## src/rtl/alu_operand_stage.sv

```systemverilog
// Execute-entry pipeline register ahead of the ALU: operand forwarding, immediate select,
// valid/ready handshake, and ownership of the MAC accumulator fed back from the ALU result.
module alu_operand_stage #(
    parameter int         XLEN    = 32,
    parameter int         REGADDR = 5,
    parameter logic [3:0] MAC_OP  = 4'b0100
) (
    input  logic               clk,
    input  logic               rst_n,
    input  logic               InValid,
    output logic               InReady,
    input  logic [XLEN-1:0]    RD1,
    input  logic [XLEN-1:0]    RD2,
    input  logic [XLEN-1:0]    Imm,
    input  logic               ALUSrc,
    input  logic [3:0]         ALUControlIn,
    input  logic [REGADDR-1:0] Rs1Addr,
    input  logic [REGADDR-1:0] Rs2Addr,
    input  logic               FwdValid,
    input  logic [REGADDR-1:0] FwdAddr,
    input  logic [XLEN-1:0]    FwdData,
    input  logic               Flush,
    input  logic               AccClear,
    input  logic [XLEN-1:0]    AluResult,
    output logic               OutValid,
    input  logic               OutReady,
    output logic [XLEN-1:0]    A,
    output logic [XLEN-1:0]    B,
    output logic [3:0]         ALUControl,
    output logic [XLEN-1:0]    Accumulator
);

    logic               out_valid_reg, out_valid_next;
    logic [XLEN-1:0]    a_reg, a_next;
    logic [XLEN-1:0]    rs2_val_reg, rs2_val_next;
    logic [XLEN-1:0]    imm_reg, imm_next;
    logic               alu_src_reg, alu_src_next;
    logic [3:0]         ctrl_reg, ctrl_next;
    logic [REGADDR-1:0] rs1_addr_reg, rs1_addr_next;
    logic [REGADDR-1:0] rs2_addr_reg, rs2_addr_next;
    logic [XLEN-1:0]    acc_reg, acc_next;

    logic capture, retire, stall;

    // Index 0 is rs1, index 1 is rs2; both sources share the same forwarding rule.
    logic [XLEN-1:0]    rd_data   [2];
    logic [REGADDR-1:0] src_addr  [2];
    logic [REGADDR-1:0] held_addr [2];
    logic [XLEN-1:0]    src_val   [2];
    logic [1:0]         held_hit;

    assign rd_data[0]   = RD1;
    assign rd_data[1]   = RD2;
    assign src_addr[0]  = Rs1Addr;
    assign src_addr[1]  = Rs2Addr;
    assign held_addr[0] = rs1_addr_reg;
    assign held_addr[1] = rs2_addr_reg;

    genvar gi;
    generate
        for (gi = 0; gi < 2; gi++) begin : g_fwd
            assign src_val[gi]  = (FwdValid && FwdAddr == src_addr[gi] && src_addr[gi] != '0)
                                  ? FwdData : rd_data[gi];
            assign held_hit[gi] = FwdValid && FwdAddr == held_addr[gi] && held_addr[gi] != '0;
        end
    endgenerate

    assign InReady = rst_n && (!out_valid_reg || OutReady);
    assign capture = InValid && InReady && !Flush;
    assign retire  = out_valid_reg && OutReady;
    assign stall   = out_valid_reg && !OutReady;

    always_comb begin
        out_valid_next = out_valid_reg;
        a_next         = a_reg;
        rs2_val_next   = rs2_val_reg;
        imm_next       = imm_reg;
        alu_src_next   = alu_src_reg;
        ctrl_next      = ctrl_reg;
        rs1_addr_next  = rs1_addr_reg;
        rs2_addr_next  = rs2_addr_reg;
        acc_next       = acc_reg;

        if (capture) begin
            out_valid_next = 1'b1;
            a_next         = src_val[0];
            rs2_val_next   = src_val[1];
            imm_next       = Imm;
            alu_src_next   = ALUSrc;
            ctrl_next      = ALUControlIn;
            rs1_addr_next  = Rs1Addr;
            rs2_addr_next  = Rs2Addr;
        end else begin
            if (retire || Flush) begin
                out_valid_next = 1'b0;
            end
            // A held instruction keeps picking up writebacks to its sources.
            if (stall) begin
                if (held_hit[0]) a_next       = FwdData;
                if (held_hit[1]) rs2_val_next = FwdData;
            end
        end

        if (AccClear) begin
            acc_next = '0;
        end else if (retire && ctrl_reg == MAC_OP) begin
            acc_next = AluResult;
        end
    end

    always_ff @(posedge clk or negedge rst_n) begin
        if (!rst_n) begin
            out_valid_reg <= 1'b0;
            a_reg         <= '0;
            rs2_val_reg   <= '0;
            imm_reg       <= '0;
            alu_src_reg   <= 1'b0;
            ctrl_reg      <= 4'b0000;
            rs1_addr_reg  <= '0;
            rs2_addr_reg  <= '0;
            acc_reg       <= '0;
        end else begin
            out_valid_reg <= out_valid_next;
            a_reg         <= a_next;
            rs2_val_reg   <= rs2_val_next;
            imm_reg       <= imm_next;
            alu_src_reg   <= alu_src_next;
            ctrl_reg      <= ctrl_next;
            rs1_addr_reg  <= rs1_addr_next;
            rs2_addr_reg  <= rs2_addr_next;
            acc_reg       <= acc_next;
        end
    end

    // B is muxed after the registers so a forwarded rs2 only shows when rs2 is selected.
    assign B           = alu_src_reg ? imm_reg : rs2_val_reg;
    assign OutValid    = out_valid_reg;
    assign A           = a_reg;
    assign ALUControl  = ctrl_reg;
    assign Accumulator = acc_reg;

endmodule

```

## config.mk

```make
export PLATFORM = sky130hd
export DESIGN_NAME = alu_operand_stage
export DESIGN_NICKNAME = d
export VERILOG_FILES = /design/src/rtl/alu_operand_stage.sv
export SDC_FILE = /design/constraint.sdc
export NUM_CORES = 1
export LEC_CHECK = 0
export ABC_AREA = 1
export CAP_MARGIN = 20
export CORE_MARGIN = 3
export CORE_UTILIZATION = 30
export DETAILED_ROUTE_END_ITERATION = 12
export SYNTH_ARGS = -nofsm -noshare
export SYNTH_HDL_FRONTEND = slang
export SYNTH_SLANG_ARGS = --single-unit
```

## constraint.sdc

```tcl
create_clock -name clk -period 2.2 [get_ports clk]
set_clock_uncertainty 0.2 [all_clocks]
set_input_delay 0.44 -clock clk [delete_from_list [all_inputs] [get_ports clk]]
set_output_delay 0.44 -clock clk [all_outputs]
set_load 0.02 [all_outputs]
```

# == Yosys cells after proc, flatten, opt, wreduce, memory -nomap -nowiden ==
# Cells that the tools add are included.
# word_totals
ff_bits,144
out_inout_bits,102
# op_classes
eq_ne,5
muxes,13
reduce_logical,30
# ops
op,count
32-bit two-way mux,11
5-bit equality test,4
5-bit nonzero test,4
1-bit logical AND,14
2-bit nonzero test,5
"4-bit by 3-bit equality test with 1-bit output, second input constant",1
2-bit AND reduction,2
1-bit zero test,3
1-bit logical OR,2
1-bit two-way mux,2

# == Depth between registers and ports, before layout ==
# depth
depth_word,7
ltp_mapped,11
mapped_depth_nobuf,10

# == Worst setup path before layout ==
# Ideal clock, no wire load.
# synth_path
path_type,register to register
from,"register out_valid_reg, in the netlist OutValid"
to,"register a_reg[17], in the netlist A[17]"
setup_ns,0.117
arrival_ns,1.506
required_time_ns,1.883
setup_slack_ns,0.377
stages_incl_launch_ff,10
n_path_buf,1
cell_sequence,dfrtp_1 inv_1 nor2_4 nor2_4 nand2_4 inv_4 buf_1 nand3_1 nand3_1 nand2_1
# synth_between
elab_chain_len,7
word_cells_on_any_way,10
# synth_lines
element,line,source
"start, declared",33,"logic out_valid_reg, out_valid_next;"
"start signal, assigned",123,out_valid_reg <= out_valid_next;
1-bit zero test (*),68,assign InReady = rst_n && (!out_valid_reg || OutReady);
1-bit logical OR (*),68,
1-bit logical AND (*),68,
via InReady,11,"output logic InReady,"
1-bit logical AND (*) (2 in series),69,assign capture = InValid && InReady && !Flush;
2-bit nonzero test (no source line),--,
2-bit AND reduction (no source line),--,
"end signal, assigned",124,a_reg <= a_next;
"end, declared",34,"logic [XLEN-1:0] a_reg, a_next;"
# The timed path passes the listed nets; every way through them passes the cells marked *.
# A chain may end at the register's enable or synchronous reset.

# == Worst setup path after layout ==
# layout_path
from,register alu_src_reg
to,output B[9]
# layout_between
elab_chain_len,1
# layout_lines
element,line,source
"start, declared",37,"logic alu_src_reg, alu_src_next;"
"start signal, assigned",127,alu_src_reg <= alu_src_next;
32-bit two-way mux,136,assign B = alu_src_reg ? imm_reg : rs2_val_reg;
"end, declared",28,"output logic [XLEN-1:0] B,"
# Every way passes these cells.

==> flow_summary.ini <==
[setup_path]
cp.arrival_ns = 1.59
r2r_slack_ns = 0.32
critPathLaunchType = flip-flop
worst_r2r_endpoint = rs2_val_reg[2]$_DFFE_PN0P_
worst_r2r_path_depth = 10
critical_path_class = flip-flop to output port
worstReg2RegStart = OutValid$_DFFE_PN0P_
cp.required_ns = 1.56
cp_max_fo = 6
cp-end-kind = output port

[timing]
hold_ws_ns = 0.275
setup_violations = 12
finalHoldViolCount = 0
worst_pin_slew_ns = 0.618
min_period_ns = 2.23
max_freq_mhz = 448
relSlewSlack_pct = 58.8
grt_setup_unrepaired = yes
slew_viol_final = 0
fin_ws_ns = -0.0301
final_min_period_over_clock_period_pct = 101

[power]
p_per_area_nw_per_um2 = 757
p_seq_share_pct = 38.0
p_switching_mw = 2.84
p_int_mw = 5.92
p_clk_share_pct = 33.4
power_mw = 8.76
power_frac_comb_pct = 28.6
switching_share_pct = 32.4
p_leak_nw = 5.69
vdd.ir_drop.worst_mv = 0.346

[min_path]
min_path_type = flip-flop to flip-flop
hp-start = imm_reg[31]$_DFFE_PN0P_
hold_depth = 2
hold_path_end = imm_reg[31]$_DFFE_PN0P_

[detailed_routing]
firstDrtPassIters = 5
via_count = 7133
vias_per_cell = 4.46
wl_per_cell_um = 16.5
drt_drc_violations_left = 0
drtAntennaViolNets = 0
drt_wl_total_um = 26400
dr.first_iter.drc_count = 485

[die]
die_y_um = 164
row_count = 57
initial_utilization_pct = 30.7
io_pins = 289
die_w_um = 164
core-area_um2 = 24400
dieArea_um2 = 26900

[logic_synthesis]
yosys-top-cells-area = dfrtp_1 (48%), nand2_1 (15%), nand3_1 (12%), inv_1 (6.9%), mux2_2 (4.8%)
synth_cell_type_count = 30
syn_area_um2 = 7480
yosysTopAreaCellShare_pct = 48.1
syn_inst = 962
ys_seq_elements = 144
yosys_warnings = 0
syn-mean-instance-area_um2 = 7.78
yosysTopAreaCell = dfrtp_1
synth-seq-area-share_pct = 48.1
syn_nets = 1149

[cells_and_area]
utilization_pct = 47.4
final_cell_mix = nand2_1 (297), clkdlybuf4s50_1 (253), nand3_1 (184)
final_common_cell = nand2_1
syn2layout_area_growth_pct = 54.5
fin_cells = 1598
ff_latch_area_um2 = 3600
fill_cells = 2498
drive_above_1_share_pct = 14.6
nNetsFinal = 1447
multiInputGateArea_um2 = 3040

[grt]
grt_overflow = 0
antenna_found_initial = 0
grt_pass1_vias = 7079
grt_pass1_wl_um = 40400
track_usage_pct = 19.5
grt_max_degree = 110

[placed_design]
hpwl_um = 19700
place_ws_ns = -0.300
place_congestion = 0.922
portBuffers = 288
dp.cells = 1561

[clock_network]
clk_path_buf_depth = 2
cts_buffers = 17
clk_pin_slew_ns = 0.06
cts_tree = done
cts_max_level = 4
cts.sink_count = 144
clock_insertion_delay_worst_skew_ns = 0.42
cts_root_buf = clkbuf_16

[run_status]
run_status = finished with violations
violations = negative setup slack

[run]
drv_cap = 0
worst max-delay path, stage by stage (launching register included):
cell and delay [ns]:
dfrtp_2 0.41, buf_6 0.13, buf_8 0.14, mux2_2 0.35, buf_6 0.14
layout make-up:
type                            count  share of cell area (%)
Clock buffer                       18                    3.80
Tap cell                          324                    3.51
Antenna cell                        1                  0.0216
Clock inverter                     14                    1.26
Multi-Input combinational cell    617                    26.3
Sequential cell                   144                    31.2
Timing Repair Buffer              336                    29.2
Inverter                          144                    4.72
how the worst max path moves through the flow:
stage | depth (start not counted) | start | endpoint
after floorplan | 9 | OutValid$_DFFE_PN0P_ | A[17]$_DFFE_PN0P_
after global routing | 4 | alu_src_reg$_DFFE_PN0P_ | B[9]
after CTS | 3 | alu_src_reg$_DFFE_PN0P_ | B[28]
after detailed placement | 10 | FwdAddr[0] | rs2_val_reg[14]$_DFFE_PN0P_
after global placement | 10 | FwdAddr[0] | rs2_val_reg[14]$_DFFE_PN0P_
final | 4 | alu_src_reg$_DFFE_PN0P_ | B[9]
Yosys cell counts (all sizes together):
cell type and number:
mux2 32, nor2 17, nor4 1, dfrtp 144, a21boi 1, clkbuf 7
buf 50, or2 2, nand4 3, o31ai 1, a21oi 1, inv 144
nand3 185, xor2 3, nand2 322, o21ai 49
per-stage QoR:
stage	TNS (ns)	area (um^2)
6_report	-0.301	11600
4_1_cts	-1.72	11500
3_5_place_dp	-22.21	11000
5_1_grt	-0.866	11600
2_1_floorplan	0	7480
3_3_place_gp	-19.02	11000
power by group through the flow:
stage | clock, mW | combinational (mW) | sequential [mW]
detailed placement | 0 | 2.53 | 3.35
global placement | 0 | 2.51 | 3.36
global route | 3.11 | 2.72 | 3.37
floorplan | 0 | 1.07 | 3.43
CTS | 3.00 | 2.43 | 3.32
finish | 2.93 | 2.51 | 3.33
layer usage:
metal | up-vias | global-route usage [%] | wire [um]
met5 | - | 0 | 0
met4 | 0 | 7.04 | 629
met3 | 37 | 4.94 | 1880
met2 | 241 | 29.8 | 12200
met1 | 3245 | 26.7 | 11800
li1 | 3610 | - | -
cells by family after synthesis:
kind of cell	synth area share, %
muxes	4.81
xor gates and xnor gates	0.351
AOI/OAI and AO/OA	3.54
and+or+nand+nor	31.7
DFF	48.1
buffers and inverters	11.5
timing repair:
action / in CTS / in global routing
hold endpoints to repair: 108 / 0
endpoints found under the setup margin: 33 / 47
hold buffers: 1 / 0
gates cloned: 0 / 2
setup buffers: 0 / 1
resized for setup: 119 / 48
Power figures use the tool's default switching activity.
